==> config.mk <==
export PLATFORM = sky130hd
export DESIGN_NAME = interleaver_commutator_ctrl
export DESIGN_NICKNAME = d
export VERILOG_FILES = /design/src/rtl/interleaver_commutator_ctrl.sv
export SDC_FILE = /design/constraint.sdc
export NUM_CORES = 1
export LEC_CHECK = 0
export ABC_AREA = 0
export CAP_MARGIN = 15
export CORE_ASPECT_RATIO = 1.75
export CORE_UTILIZATION = 49
export DETAILED_ROUTE_END_ITERATION = 7
export GPL_TIMING_DRIVEN = 0
export PLACE_DENSITY = 0.86
export SETUP_SLACK_MARGIN = 0.3
export SYNTH_ARGS = -nofsm -noshare
export SYNTH_HDL_FRONTEND = slang
export SYNTH_SLANG_ARGS = --single-unit
==> constraint.sdc <==
create_clock -name clk -period 5.6 [get_ports clk]
set_input_delay 1.12 -clock clk [delete_from_list [all_inputs] [get_ports clk]]
set_output_delay 1.12 -clock clk [all_outputs]
set_load 0.01 [all_outputs]
==> src/rtl/interleaver_commutator_ctrl.sv <==
// interleaver_commutator_ctrl: commutator/scheduler for a fifo_shift_ram convolutional interleaver
// Steps the branch, strobes the RAM levels, merges bypass and RAM data, tracks sync and priming.
module interleaver_commutator_ctrl #(
  parameter int NBR        = 12,
  parameter int M          = 17,
  parameter int FRAME_LEN  = 204,
  parameter bit SYNC_ALIGN = 1'b1
) (
  input  logic           clk,
  input  logic           reset,
  input  logic           in_valid,
  output logic           in_ready,
  input  logic [7:0]     in_data,
  input  logic           in_sync,
  output logic [NBR-2:0] ram_push,
  output logic [3:0]     ram_sel,
  output logic           ram_re,
  output logic [7:0]     ram_din,
  input  logic [7:0]     ram_dout,
  output logic           out_valid,
  input  logic           out_ready,
  output logic [7:0]     out_data,
  output logic           out_sync,
  output logic           primed,
  output logic           sync_err
);
  typedef enum logic {ALIGN, RUN} state_t;
  localparam logic [11:0] PSAT = 12'(NBR * (NBR - 1) * M);
  state_t state, state_nxt;
  logic [3:0] branch, branch_nxt, eb;
  logic [7:0] byte_cnt, cnt_nxt, ecnt, byp_reg;
  logic [11:0] prime_cnt;
  logic acc, proc, mis, realign, src_ram;
  // Unsynced bytes in ALIGN are swallowed even under output backpressure.
  always_comb begin
    in_ready = (state == ALIGN && !in_sync) || !out_valid || out_ready;
    acc = in_valid && in_ready;
    proc = acc && (state == RUN || in_sync);
    mis = acc && state == RUN && in_sync && byte_cnt != 8'd0;
    realign = state == ALIGN || (SYNC_ALIGN && mis);
    eb = realign ? 4'd0 : branch;
    ecnt = realign ? 8'd0 : byte_cnt;
    branch_nxt = proc ? (eb == 4'(NBR - 1) ? 4'd0 : eb + 4'd1) : branch;
    cnt_nxt = proc ? (ecnt == 8'(FRAME_LEN - 1) ? 8'd0 : ecnt + 8'd1) : byte_cnt;
    state_nxt = proc ? RUN : state;
    ram_re = proc && eb != 4'd0;
    ram_sel = ram_re ? eb - 4'd1 : 4'd0;
    ram_push = ram_re ? {{(NBR - 2){1'b0}}, 1'b1} << ram_sel : '0;
    ram_din = in_data;
    out_data = src_ram ? ram_dout : byp_reg;
    primed = prime_cnt == PSAT;
  end
  always_ff @(posedge clk) begin
    if (reset) begin
      state <= ALIGN;
      branch <= 4'd0;
      byte_cnt <= 8'd0;
      prime_cnt <= 12'd0;
      out_valid <= 1'b0;
      out_sync <= 1'b0;
      sync_err <= 1'b0;
      byp_reg <= 8'd0;
      src_ram <= 1'b0;
    end else begin
      state <= state_nxt;
      branch <= branch_nxt;
      byte_cnt <= cnt_nxt;
      sync_err <= mis;
      if (proc && prime_cnt != PSAT) prime_cnt <= prime_cnt + 12'd1;
      if (proc) begin
        out_valid <= 1'b1;
        out_sync <= in_sync;
        src_ram <= eb != 4'd0;
        if (eb == 4'd0) byp_reg <= in_data;
      end else if (out_ready) out_valid <= 1'b0;
    end
  end
endmodule

==> impl_metrics.py <==
metrics = {
    "sta": {
        "max_freq_mhz": 193.5,
        "final_hold_viol_count": 0,
        "tightestPinTransition_ns": 0.8708,
        "slew_headroom": 0.4141,
        "skew_ns": 0.006743,
        "fin_crit_sh": 0.9230,
        "setup_slack_ns": 0.4311,
        "slew_viol_final": 0,
        "fin_setup_tns_ns": 0,
        "grt_setup_unrepaired": "yes",
        "final.min_clock_period_ns": 5.169,
        "setup_viol": 0,
    },
    "logic_synthesis": {
        "yosys-top-cells-area": "dfxtp_1 33%, nor2_1 6.0%, mux2_2 4.0%",
        "ys_ff_latch": 37,
        "synthAdderAreaFrac": 0.02800,
        "ys_seq_area_frac": 0.3315,
        "syn_inst": 284,
        "yosysUniqueCellTypes": 43,
        "synth_ff_type": "dfxtp_1",
        "synth_top_area_frac": 0.3315,
        "yosysTopAreaCell": "dfxtp_1",
        "synth.cell_area_um2": 2235,
        "synth_compound_area_frac": 0.1249,
        "ys.warnings.count": 0,
        "synthSimpleGateAreaFrac": 0.3108,
        "synth_nets": 310,
        "synth_top_family_by_area": "simple AND/OR/NAND/NOR gates",
        "synthArstFlopShare": 0,
        "synth_xor_area_frac": 0.05487,
        "synth_area_per_cell_um2": 7.868,
        "synth-edff-count": 0,
        "synth.mux.area_fraction": 0.07615,
    },
    "global_route": {
        "antenna_found_initial": 0,
        "grt_use_total": 0.2702,
        "first_global_vias": 2286,
        "overflow": 0,
        "grt_pass1_wl_um": 9901,
        "grt_max_degree": 13,
    },
    "worst_setup_path": {
        "path_buf_inv": 6,
        "startpoint": "out_ready",
        "path_cells": "clkdlybuf4s50_1, nand2b_4, and3_4, a21boi_4, clkbuf_8, nand2_1, ha_1, clkbuf_4, and2_1, or3_1, buf_6, inv_6, clkdlybuf4s50_1",
        "worst_setup_path_end_kind": "output pin",
        "cp_max_fo": 10,
        "path_delay_family": "buffers and inverters",
        "cp.required_ns": 4.48,
        "slowest_delay_ns": 0.52,
        "crit_top_cell": "clkdlybuf4s50_1",
        "start_kind": "input pin",
        "r2r-start": "byte_cnt[7]",
        "critPathKind": "in2out",
        "crit_slowest_cell": "clkdlybuf4s50_1",
        "arrival_ns": 4.05,
    },
    "pwr": {
        "p_leak_uw": 0.001275,
        "p_comb_frac": 0.165,
        "p_int_uw": 467.5,
        "peakVddDrop_mv": 0.2704,
        "power_frac_seq": 0.441,
        "p_per_area_nw_per_um2": 209.0,
        "p_sw_uw": 160.2,
        "clkPwrFrac": 0.394,
        "power.total_uw": 627.7,
        "sw_frac_of_total": 0.2552,
    },
    "outcome": {
        "status": "complete, no violations",
    },
    "cells_and_area": {
        "n_fill_cell": 367,
        "num_antenna_cells": 0,
        "drive_above_1_share": 0.1347,
        "final_cell_mix": "41 x clkdlybuf4s50_1, 37 x dfxtp_1, 36 x nor2_1, 22 x nand2_1, 16 x nand3_1",
        "layout.nets": 374,
        "largest_reg_flops": 12,
        "final_common_cell": "clkdlybuf4s50_1",
        "area_growth_pct": 34.38,
    },
    "floorplan": {
        "initial_core_util": 0.5074,
        "fp.dieH_um": 91.34,
        "die_area_um2": 4845,
        "rows": 32,
        "dieWidth_um": 53.05,
        "ios": 58,
        "core_area_um2": 4404,
    },
    "placement": {
        "portBuffers": 56,
        "gp_congestion": 0.8466,
        "hpwl_um": 4373,
        "place_ws_ns": -0.4978,
    },
    "detailed_routing": {
        "detail_route.wl_per_cell_um": 15.03,
        "firstDrtPassIters": 4,
        "viasPerCell": 5.815,
        "drc": 0,
        "drtAntennaViolNets": 0,
        "routed_wl_um": 6011,
        "num_vias": 2326,
        "drt_iter0_markers": 78,
    },
    "clock_tree": {
        "cts-root-buf": "clkbuf_8",
        "tritoncts": "yes",
        "path_clk_slew_ns": 0.08,
        "cts_sinks": 37,
        "cts_buffers": 5,
        "clock_latency_ns": 0.30,
        "cts_buffer_depth": 2,
        "h-tree-depth": 2,
    },
    "worst_hold_path": {
        "hold_class": "reg2reg",
        "min-delay-start": "byp_reg[6]",
    },
    "run": {
        "maxCapViolCount": 0,
    },
}
-- cells in the mapped netlist (all sizes together), types with 3 or more instances --
library cell / instances
nand2: 23
mux2: 8
inv: 7
a21oi: 16
buf: 12
and3: 8
nand4: 7
dfxtp: 37
o21ai: 10
or3: 8
nor3: 13
xnor2: 6
xor2: 8
nand3: 16
mux2i: 8
nor4: 4
and2: 5
ha: 5
nor2: 36
clkbuf: 13
nor3b: 3
a31oi: 9
o211ai: 5
-- stage by stage --
stage               hold slack [ns]    util  instance area [µm²]  cells
floorplan                    0.4593       -                 2235    284
global placement             0.4728  0.6491                 2859    391
detailed placement           0.4988  0.6491                 2859    391
CTS                          0.5204  0.6841                 3013    400
global route                 0.5489  0.6818                 3003    400
finish                       0.5151  0.6818                 3003    400
-- power groups by stage --
| stage | sequential (µW) | combinational [µW] | clock [µW] |
|---|---|---|---|
| 2_1_floorplan | 281 | 54.0 | 0 |
| 3_3_place_gp | 282 | 96.1 | 0 |
| 3_5_place_dp | 283 | 97.9 | 0 |
| 4_1_cts | 277 | 103 | 248 |
| 5_1_grt | 278 | 112 | 260 |
| 6_report | 277 | 103 | 247 |
-- cell families after synthesis --
family,count (synthesis)
adders and majority gates,5
DFF,37
xor gates and xnor gates,14
muxes,16
buffers and inverters,32
and+or+nand+nor,134
AOI/OAI and AO/OA,46
-- path summary, 6_finish.rpt --
kind                                   end  slack [ns]  cells past startpoint
worst max-delay path                ram_re        0.43                     13
worst max register to register  byp_reg[3]        2.68                     11
worst min register to register  byp_reg[6]        0.52                      2
worst min-delay path            byp_reg[6]        0.52                      2
-- repair_timing --
action | CTS | global route
setup endpoints to repair | 16 | 12
setup buffers | 1 | 0
gates resized for setup | 21 | 18
hold buffers | 0 | 0
pin swaps | 1 | 0
cloned | 0 | 0
-- layout make-up --
cell class / instances / area, µm² / area share
repair buffers: 57 / 546.8 / 0.1821
clock buffers: 6 / 82.58 / 0.02750
plain buffers: 25 / 147.6 / 0.04917
flip-flops and latches: 37 / 740.7 / 0.2467
inverters: 7 / 31.28 / 0.01042
clock inverters: 2 / 37.54 / 0.01250
multi-input cells: 215 / 1353 / 0.4504
well taps: 51 / 63.81 / 0.02125
-- worst reg2reg max path, stage by stage, from the launching register on --
cell,delay (ns)
dfxtp_1,0.37
nor3_1,0.38
nand3_1,0.20
a21boi_4,0.18
clkbuf_8,0.18
nand2_1,0.08
ha_1,0.25
clkbuf_4,0.20
and2_1,0.17
o21ai_2,0.46
mux2i_1,0.29
nor2_1,0.06
-- per-layer routing --
| layer | wire, µm | track usage | share of wire |
|---|---|---|---|
| met4 | 155 | 0.1294 | 0.026 |
| met5 | 0 | 0 | 0 |
| met1 | 2296 | 0.2854 | 0.38 |
| met3 | 273 | 0.03853 | 0.045 |
| met2 | 3286 | 0.4905 | 0.55 |
(Power assumes the default switching activity.)
